File: src/rtl/addac_pkg.sv
// Shared types for the addac command sequencer and its accumulator load.
package addac_pkg;

  typedef enum logic [1:0] {
    OP_LOAD = 2'b00,
    OP_ADD  = 2'b01,
    OP_SUB  = 2'b10,
    OP_RADD = 2'b11
  } op_e;

  // Encoding is {sel1, sel0} as seen by the accumulator.
  typedef enum logic [1:0] {
    SEL_HOLD = 2'b00,
    SEL_LOAD = 2'b01,
    SEL_ADD  = 2'b10,
    SEL_SUB  = 2'b11
  } sel_e;

  typedef enum logic [1:0] {
    S_IDLE = 2'b00,
    S_STEP = 2'b01,
    S_CAPT = 2'b10,
    S_RESP = 2'b11
  } state_e;

  // Accumulator select used while stepping a command; RADD is a chain of ADDs.
  function automatic sel_e op2sel(op_e op);
    case (op)
      OP_LOAD: op2sel = SEL_LOAD;
      OP_ADD:  op2sel = SEL_ADD;
      OP_SUB:  op2sel = SEL_SUB;
      default: op2sel = SEL_ADD;
    endcase
  endfunction

endpackage

File: src/rtl/addac_seq_if.sv
// Command / response channel between a requester and the addac sequencer.
interface addac_seq_if import addac_pkg::*; #(
  parameter int W     = 4,
  parameter int CNT_W = 4
) ();

  logic             cmd_valid;
  logic             cmd_ready;
  op_e              cmd_op;
  logic [W-1:0]     cmd_data;
  logic [CNT_W-1:0] cmd_cnt;

  logic             rsp_valid;
  logic             rsp_ready;
  logic [W-1:0]     rsp_data;
  logic             rsp_carry;
  logic             rsp_carry_any;

  // Requester side.
  modport master (
    output cmd_valid, cmd_op, cmd_data, cmd_cnt, rsp_ready,
    input  cmd_ready, rsp_valid, rsp_data, rsp_carry, rsp_carry_any
  );

  // Sequencer side.
  modport slave (
    input  cmd_valid, cmd_op, cmd_data, cmd_cnt, rsp_ready,
    output cmd_ready, rsp_valid, rsp_data, rsp_carry, rsp_carry_any
  );

endinterface

File: src/rtl/addac_seq.sv
// Command sequencer for the addac accumulator: accepts one command, steps the
// accumulator cycle by cycle, captures the result and holds it on the
// response channel until it is consumed.
module addac_seq import addac_pkg::*; #(
  parameter int W     = 4,
  parameter int CNT_W = 4
) (
  input  logic         clk,
  input  logic         rst_n,
  addac_seq_if.slave   cmd_if,
  output logic         busy,
  output logic [W-1:0] acc_a,
  output logic         acc_sel0,
  output logic         acc_sel1,
  input  logic [W-1:0] acc_s,
  input  logic         acc_cout
);

  state_e           state_q;
  op_e              op_q;
  logic [CNT_W-1:0] cnt_q;
  logic             first_q;
  logic             any_q;
  sel_e             sel_q;
  logic [W-1:0]     a_q;
  logic             rsp_valid_q;
  logic [W-1:0]     rsp_data_q;
  logic             rsp_carry_q;
  logic             rsp_any_q;

  // A zero-count RADD never touches the accumulator, so it reports no carry.
  logic             radd_zero;
  assign radd_zero = (op_q == OP_RADD) && (cnt_q == '0);

  // Sequencer FSM; all accumulator drive and response fields are registered.
  always_ff @(posedge clk or negedge rst_n) begin
    if (!rst_n) begin
      state_q     <= S_IDLE;
      op_q        <= OP_LOAD;
      cnt_q       <= '0;
      first_q     <= 1'b0;
      any_q       <= 1'b0;
      sel_q       <= SEL_HOLD;
      a_q         <= '0;
      rsp_valid_q <= 1'b0;
      rsp_data_q  <= '0;
      rsp_carry_q <= 1'b0;
      rsp_any_q   <= 1'b0;
    end else begin
      case (state_q)
        S_IDLE: begin
          if (cmd_if.cmd_valid) begin
            op_q    <= cmd_if.cmd_op;
            cnt_q   <= cmd_if.cmd_cnt;
            first_q <= 1'b1;
            any_q   <= 1'b0;
            if (cmd_if.cmd_op == OP_RADD && cmd_if.cmd_cnt == '0) begin
              state_q <= S_CAPT;
            end else begin
              state_q <= S_STEP;
              sel_q   <= op2sel(cmd_if.cmd_op);
              a_q     <= cmd_if.cmd_data;
            end
          end
        end
        S_STEP: begin
          first_q <= 1'b0;
          // acc_cout only reflects a step of this command from the 2nd step on.
          if (!first_q) any_q <= any_q | acc_cout;
          if (op_q == OP_RADD && cnt_q > CNT_W'(1)) begin
            cnt_q <= cnt_q - CNT_W'(1);
          end else begin
            state_q <= S_CAPT;
            sel_q   <= SEL_HOLD;
            a_q     <= '0;
          end
        end
        S_CAPT: begin
          rsp_data_q  <= acc_s;
          rsp_carry_q <= radd_zero ? 1'b0 : acc_cout;
          rsp_any_q   <= radd_zero ? 1'b0 : (any_q | acc_cout);
          rsp_valid_q <= 1'b1;
          state_q     <= S_RESP;
        end
        S_RESP: begin
          if (cmd_if.rsp_ready) begin
            rsp_valid_q <= 1'b0;
            state_q     <= S_IDLE;
          end
        end
        default: state_q <= S_IDLE;
      endcase
    end
  end

  assign cmd_if.cmd_ready     = (state_q == S_IDLE);
  assign busy                 = (state_q != S_IDLE);
  assign cmd_if.rsp_valid     = rsp_valid_q;
  assign cmd_if.rsp_data      = rsp_data_q;
  assign cmd_if.rsp_carry     = rsp_carry_q;
  assign cmd_if.rsp_carry_any = rsp_any_q;
  assign acc_a                = a_q;
  assign acc_sel0             = sel_q[0];
  assign acc_sel1             = sel_q[1];

endmodule

File: src/flat_wrapper.sv
// flat-port wrapper written by rule: the top's interface ports become plain ports
module addac_seq_flat import addac_pkg::*;
#(
  parameter int W     = 4,
  parameter int CNT_W = 4
)
  (clk, rst_n, busy, acc_a, acc_sel0, acc_sel1, acc_s, acc_cout, cmd_if_cmd_valid, cmd_if_cmd_op, cmd_if_cmd_data, cmd_if_cmd_cnt, cmd_if_rsp_ready, cmd_if_cmd_ready, cmd_if_rsp_valid, cmd_if_rsp_data, cmd_if_rsp_carry, cmd_if_rsp_carry_any);
  addac_seq_if #(.W(W), .CNT_W(CNT_W)) cmd_if_i ();
  input  logic clk;
  input  logic rst_n;
  output logic busy;
  output logic [W-1:0] acc_a;
  output logic acc_sel0;
  output logic acc_sel1;
  input  logic [W-1:0] acc_s;
  input  logic acc_cout;
  input wire logic [$bits(cmd_if_i.cmd_valid)-1:0] cmd_if_cmd_valid;
  input wire logic [$bits(cmd_if_i.cmd_op)-1:0] cmd_if_cmd_op;
  input wire logic [$bits(cmd_if_i.cmd_data)-1:0] cmd_if_cmd_data;
  input wire logic [$bits(cmd_if_i.cmd_cnt)-1:0] cmd_if_cmd_cnt;
  input wire logic [$bits(cmd_if_i.rsp_ready)-1:0] cmd_if_rsp_ready;
  output wire logic [$bits(cmd_if_i.cmd_ready)-1:0] cmd_if_cmd_ready;
  output wire logic [$bits(cmd_if_i.rsp_valid)-1:0] cmd_if_rsp_valid;
  output wire logic [$bits(cmd_if_i.rsp_data)-1:0] cmd_if_rsp_data;
  output wire logic [$bits(cmd_if_i.rsp_carry)-1:0] cmd_if_rsp_carry;
  output wire logic [$bits(cmd_if_i.rsp_carry_any)-1:0] cmd_if_rsp_carry_any;
  assign cmd_if_i.cmd_valid = cmd_if_cmd_valid;
  assign cmd_if_i.cmd_op = cmd_if_cmd_op;
  assign cmd_if_i.cmd_data = cmd_if_cmd_data;
  assign cmd_if_i.cmd_cnt = cmd_if_cmd_cnt;
  assign cmd_if_i.rsp_ready = cmd_if_rsp_ready;
  assign cmd_if_cmd_ready = cmd_if_i.cmd_ready;
  assign cmd_if_rsp_valid = cmd_if_i.rsp_valid;
  assign cmd_if_rsp_data = cmd_if_i.rsp_data;
  assign cmd_if_rsp_carry = cmd_if_i.rsp_carry;
  assign cmd_if_rsp_carry_any = cmd_if_i.rsp_carry_any;
  addac_seq #(.W(W), .CNT_W(CNT_W)) u_core (.clk(clk), .rst_n(rst_n), .cmd_if(cmd_if_i), .busy(busy), .acc_a(acc_a), .acc_sel0(acc_sel0), .acc_sel1(acc_sel1), .acc_s(acc_s), .acc_cout(acc_cout));
endmodule
File: config.mk
export PLATFORM = sky130hd
export DESIGN_NAME = addac_seq_flat
export DESIGN_NICKNAME = d
export VERILOG_FILES = /design/src/rtl/addac_pkg.sv /design/src/rtl/addac_seq_if.sv /design/src/rtl/addac_seq.sv /design/src/flat_wrapper.sv
export SDC_FILE = /design/constraint.sdc
export NUM_CORES = 1
export LEC_CHECK = 0
export CAP_MARGIN = 5
export CORE_ASPECT_RATIO = 0.9
export CORE_MARGIN = 4
export CORE_UTILIZATION = 36
export CTS_BUF_LIST = sky130_fd_sc_hd__clkbuf_8 sky130_fd_sc_hd__clkbuf_16
export CTS_CLUSTER_DIAMETER = 40
export DETAILED_ROUTE_END_ITERATION = 12
export PLACE_DENSITY = 0.67
export SLEW_MARGIN = 20
export SYNTH_ARGS = -nofsm -noshare
export SYNTH_HDL_FRONTEND = slang
export SYNTH_SLANG_ARGS = --single-unit
export TNS_END_PERCENT = 20
File: constraint.sdc
create_clock -name clk -period 2.5 [get_ports clk]
set_input_delay 0.375 -clock clk [delete_from_list [all_inputs] [get_ports clk]]
set_output_delay 0.375 -clock clk [all_outputs]
set_load 0.005 [all_outputs]
* Word level (Yosys, flattened, before mapping)
Index checks and enable logic that the tools add are counted.
** Operators by class
- Equal/unequal tests :: 12
- $lt $le $gt $ge :: 1
- Add/subtract/negate cells :: 1
- Muxes and demuxes :: 26
- Bitwise logic cells :: 1
- Reductions and logical operators :: 17
** Operators by type and width (count)
- $mux W4 :: 5
- $pmux W4 S2 :: 2
- $mux W2 :: 7
- $eq A2 B2 Y1 const B :: 5
- $ne A2 B2 Y1 const B :: 5
- $reduce_and A3 Y1 :: 3
- $logic_not A4 Y1 :: 2
- $pmux W2 S2 :: 2
- $pmux W2 S4 :: 1
- $mux W1 :: 6
- $pmux W1 S2 :: 3
- $reduce_and A2 Y1 :: 3
- $reduce_bool A2 Y1 :: 3
- $gt A4 B1 Y1 const B :: 1
- $logic_not A2 Y1 :: 2
- $reduce_and A4 Y1 :: 1
- $sub A4 B1 Y4 const B :: 1
- $logic_and A1 B1 Y1 :: 3
- $eq A2 B1 Y1 const B :: 1
- $ne A2 B1 Y1 const B :: 1
- $or A1 B1 Y1 :: 1
** Word-level totals
- Bits in registers :: 23

* Logic depth before layout (Yosys ltp)
- Depth after elaboration :: 5
- Gate-level depth with buffers :: 8
- Gate-level depth less buffers :: 6

* Worst setup path before layout
OpenSTA, ideal clock, no wires.
- Kind :: register -> register
- Start :: register u_core.cnt_q[0]
- End :: register u_core.a_q[0], in the netlist u_core.acc_a[0]
- Data arrival time :: 1.665 ns
- Required time :: 2.379 ns
- Setup time :: 0.121 ns
- Period minus slack after synthesis :: 1.786 ns
- Cell stages (with the launch flop) :: 7
- Slack :: 0.714 ns
- Path through :: dfrtp_1 > inv_1 > ha_1 > nor2_1 > o311a_4 > a221o_1 > a22o_1
** On the way
- Cells in the longest elaborated chain, start to end :: 4
** RTL lines
- start, declared :: RTL line addac_seq.sv:21 : logic [CNT_W-1:0] cnt_q;
- start signal, assigned :: RTL line addac_seq.sv:54 : cnt_q <= cmd_if.cmd_cnt;
- start signal, assigned :: RTL line addac_seq.sv:71 : cnt_q <= cnt_q - CNT_W'(1);
- $gt A4 B1 Y1 :: RTL line addac_seq.sv:70 : if (op_q == OP_RADD && cnt_q > CNT_W'(1)) begin
- $logic_and A1 B1 Y1 :: RTL line addac_seq.sv:70
- $ne A2 B2 Y1 (no line)
- $reduce_and A4 Y1 (no line)
- end signal, assigned :: RTL line addac_seq.sv:62 : a_q <= cmd_if.cmd_data;
- end, declared :: RTL line addac_seq.sv:25 : logic [W-1:0] a_q;
No other way between the ends.
A chain may end at the register's enable or synchronous reset.

* Final worst setup path
- Start :: register u_core.state_q[0]
- End :: output busy
** On the way
- Cells in the longest elaborated chain, start to end :: 1
** RTL lines
- start, declared :: RTL line addac_seq.sv:19 : state_e state_q;
- start signal, assigned :: RTL line addac_seq.sv:38 : state_q <= S_IDLE;
- start signal, assigned :: RTL line addac_seq.sv:58 : state_q <= S_CAPT;
- start signal, assigned :: RTL line addac_seq.sv:60 : state_q <= S_STEP;
- $reduce_bool A2 Y1 :: RTL line addac_seq.sv:97 : assign busy = (state_q != S_IDLE);
- end, declared :: RTL line flat_wrapper.sv:11 : output logic busy;
No other way between the ends.

==> flow_summary.yaml <==
worst_setup_path:
  worstRegToRegCells: 5
  crit_type: "reg2out"
  crit_top_cell: "inv_1"
  startpoint_type: "flop"
  worst-path-buf-inv: 3
  startpoint: "u_core.state_q[0]$_DFFE_PN0P_"
  r2r_end: "u_core.acc_a[1]$_DFFE_PN0P_"
  slowest_stage: "clkdlybuf4s50_1"
  crit_path_max_incr_delay_ns: 0.47
  crit_arrival_ns: 1.81
  critPathCaptureType: "output port"
  crit_chain: "inv_1, ha_1, inv_1, clkdlybuf4s50_1"
  cp_top_family: "buffers and inverters"
  required_ns: 2.12
  critPathMaxFanout: 9
  r2r_setup_slack_ns: 0.51
  r2r_start: "u_core.state_q[0]$_DFFE_PN0P_"
synth:
  synth_edf_count: 0
  syn-num-nets: 144
  synth.distinct_cells: 36
  ys_seq_area_share_pct: 47.2
  syn_inst: 118
  synth_area_mm2: 0.00122
  synthFlopType: "dfrtp_1"
  syn_area_per_cell_um2: 10.3
  synth-seq-cells: 23
  async_flop_share_pct: 100
  ys_warn_count: 0
timing:
  grt_setup_unrepaired: "false"
  timing.final.crit_share_pct: 87.2
  fin_setup_tns_ns: 0
  finalSetupViolations: 0
  worst_slack_ns: 0.320
  fmax_ghz: 0.459
  hold_viol: 0
  fin_skew_ns: 0.00577
  worst_slew_pin_slew_ns: 0.552
  period_needed_ns: 2.18
  maxSlewHeadroom_pct: 62.9
  drv_slew: 0
  hold_ws_ns: 0.456
floorplan:
  die_w_um: 69.3
  start_util_pct: 38.5
  dieArea_mm2: 0.00438
  ioPinCount: 34
  row_count: 19
  coreArea_mm2: 0.00316
  floorplan.die.height_um: 63.2
pwr:
  p_leak_nw: 0.738
  clock_power_share_pct: 11.6
  comb_power_share_pct: 53.1
  p_switching_uw: 721
  p_sw_share_pct: 37.1
  p_int_mw: 1.22
  power_density_mw_per_mm2: 1190
  seqPwrFrac_pct: 35.3
  total_power_mw: 1.94
  irDropWorstVdd_uv: 490
clock_network:
  cts_made_buffers: 3
  cts_setup_buffers: 0
  clk_pin_slew_ns: 0.08
  worstSkewPairLatency_ns: 0.26
  clockBufferDepth: 2
  h-tree-depth: 1
  root_buffer: "clkbuf_8"
  cts_tree: "yes"
  cts_hold_buf: 0
  clock_sink_count: 23
  cts_resized: 0
routing:
  ant_nets: 0
  dr.pass1.iters: 4
  post_drt_wl_per_cell_um: 14.5
  drt_wl_total_um: 2800
  drt-initial-drc-count: 95
  viasPerCell: 5.13
  num_vias: 991
  remaining_drc_errors: 0
cells_and_area:
  drive_above_1_share_pct: 11.3
  final_nets: 178
  num-fill-cells: 302
  synthToLayoutAreaGrowth_pct: 34.1
  design_area_mm2: 0.00163
  fin_util_pct: 51.7
  stdcell_count: 193
  diodes: 0
grt:
  grt.total_usage_pct: 13.9
  grt_pass1_vias: 1039
  overflow: 0
  grt_pass1_wl_um: 4950
  grt_antenna_before_repair: 0
  grt_max_degree: 24
hold_path:
  hold_class: "in2async"
placed_design:
  dp_cells: 189
  finalWeightedCongestion: 0.779
  post_dp_cell_area_mm2: 0.00159
  io_buffers: 33
  dp_slack_ns: 0.465
  dp_hpwl_um: 2210
run_status:
  status: "finished, final reports clean"
flow_run:
  maxCapViolCount: 0
==> area by class of cell <==
class                           instances  area, um2  share of cell area (%)
Clock inverter                          1       3.75                   0.230
Sequential cell                        23        576                    35.2
Timing Repair Buffer                   34        338                    20.7
Clock buffer                            3       41.3                    2.53
Tap cell                               42       52.6                    3.22
Inverter                               14       52.6                    3.22
Multi-Input combinational cell         76        571                    34.9
==> power by group through the flow <==
stage          registers, mW  logic [mW]  clock network (mW)
2_1_floorplan          0.675       0.635                   0
3_3_place_gp           0.687        1.01                   0
3_5_place_dp           0.696        1.04                   0
4_1_cts                0.689        1.05               0.234
5_1_grt                0.719        1.16               0.250
6_report               0.686        1.03               0.225
==> sequential cells by signal, summed over array words and instances (netlist names), 2 cells and up <==
signal	count
u_core.sel_q	2
u_core.acc_a	4
u_core.cnt_q	4
u_core.op_q	2
u_core.cmd_if.rsp_data	4
u_core.state_q	2
==> layer usage <==
metal	share of wire (%)	GRT usage (%)	wire length (um)
met5	0	0	0
met4	1.5	4.88	42
met3	3.1	3.34	87
met2	50	22.5	1400
met1	46	18.0	1280
==> cell families (layout without fill, tap and decap cells) <==
| kind of cell | after synthesis | in the layout | synth area share (%) |
|---|---|---|---|
| multiplexers | 9 | 9 | 8.11 |
| AO/OA/AOI/OAI | 34 | 34 | 20.9 |
| adder cells (fa/ha/maj) | 7 | 7 | 7.19 |
| buffers and inverters | 19 | 52 | 5.95 |
| flip-flops | 23 | 23 | 47.2 |
| AND/OR/NAND/NOR | 26 | 26 | 10.6 |
==> cell usage after synthesis (2+ instances only) <==
| library cell | count | area, um2 |
|---|---|---|
| dfrtp_1 | 23 | 576 |
| inv_1 | 14 | 52.6 |
| ha_1 | 7 | 87.6 |
| mux2_2 | 7 | 78.8 |
| nor2_1 | 7 | 26.3 |
| nand2_1 | 6 | 22.5 |
| a21oi_1 | 5 | 25.0 |
| a22o_1 | 5 | 43.8 |
| o21ai_0 | 5 | 25.0 |
| clkbuf_1 | 4 | 15.0 |
| o22ai_1 | 4 | 25.0 |
| nor3_1 | 3 | 15.0 |
| a21o_2 | 2 | 17.5 |
| a31oi_1 | 2 | 12.5 |
| mux2i_1 | 2 | 20.0 |
| nand3_1 | 2 | 10.0 |
==> worst max path at each step <==
| stage | end | slack (ns) | depth (start not counted) |
|---|---|---|---|
| 2_1_floorplan | u_core.acc_a[0]$_DFFE_PN0P_ | 0.71 | 6 |
| 3_3_place_gp | u_core.state_q[0]$_DFFE_PN0P_ | 0.47 | 5 |
| 3_5_place_dp | u_core.state_q[0]$_DFFE_PN0P_ | 0.47 | 5 |
| 4_1_cts | busy | 0.32 | 4 |
| 5_1_grt | busy | 0.19 | 4 |
| 6_report | busy | 0.32 | 4 |
==> placed cells by master, fill, tap and decap left out, drive strengths merged, types with 4 or more instances in the layout <==
| cell type | instances |
|---|---|
| ha | 7 |
| clkdlybuf4s50 | 33 |
| mux2 | 7 |
| a21oi | 5 |
| inv | 15 |
| o22ai | 4 |
| o21ai | 5 |
| dfrtp | 23 |
| nor2 | 7 |
| nand2 | 6 |
| a22o | 5 |
(Power assumes the default switching activity.)
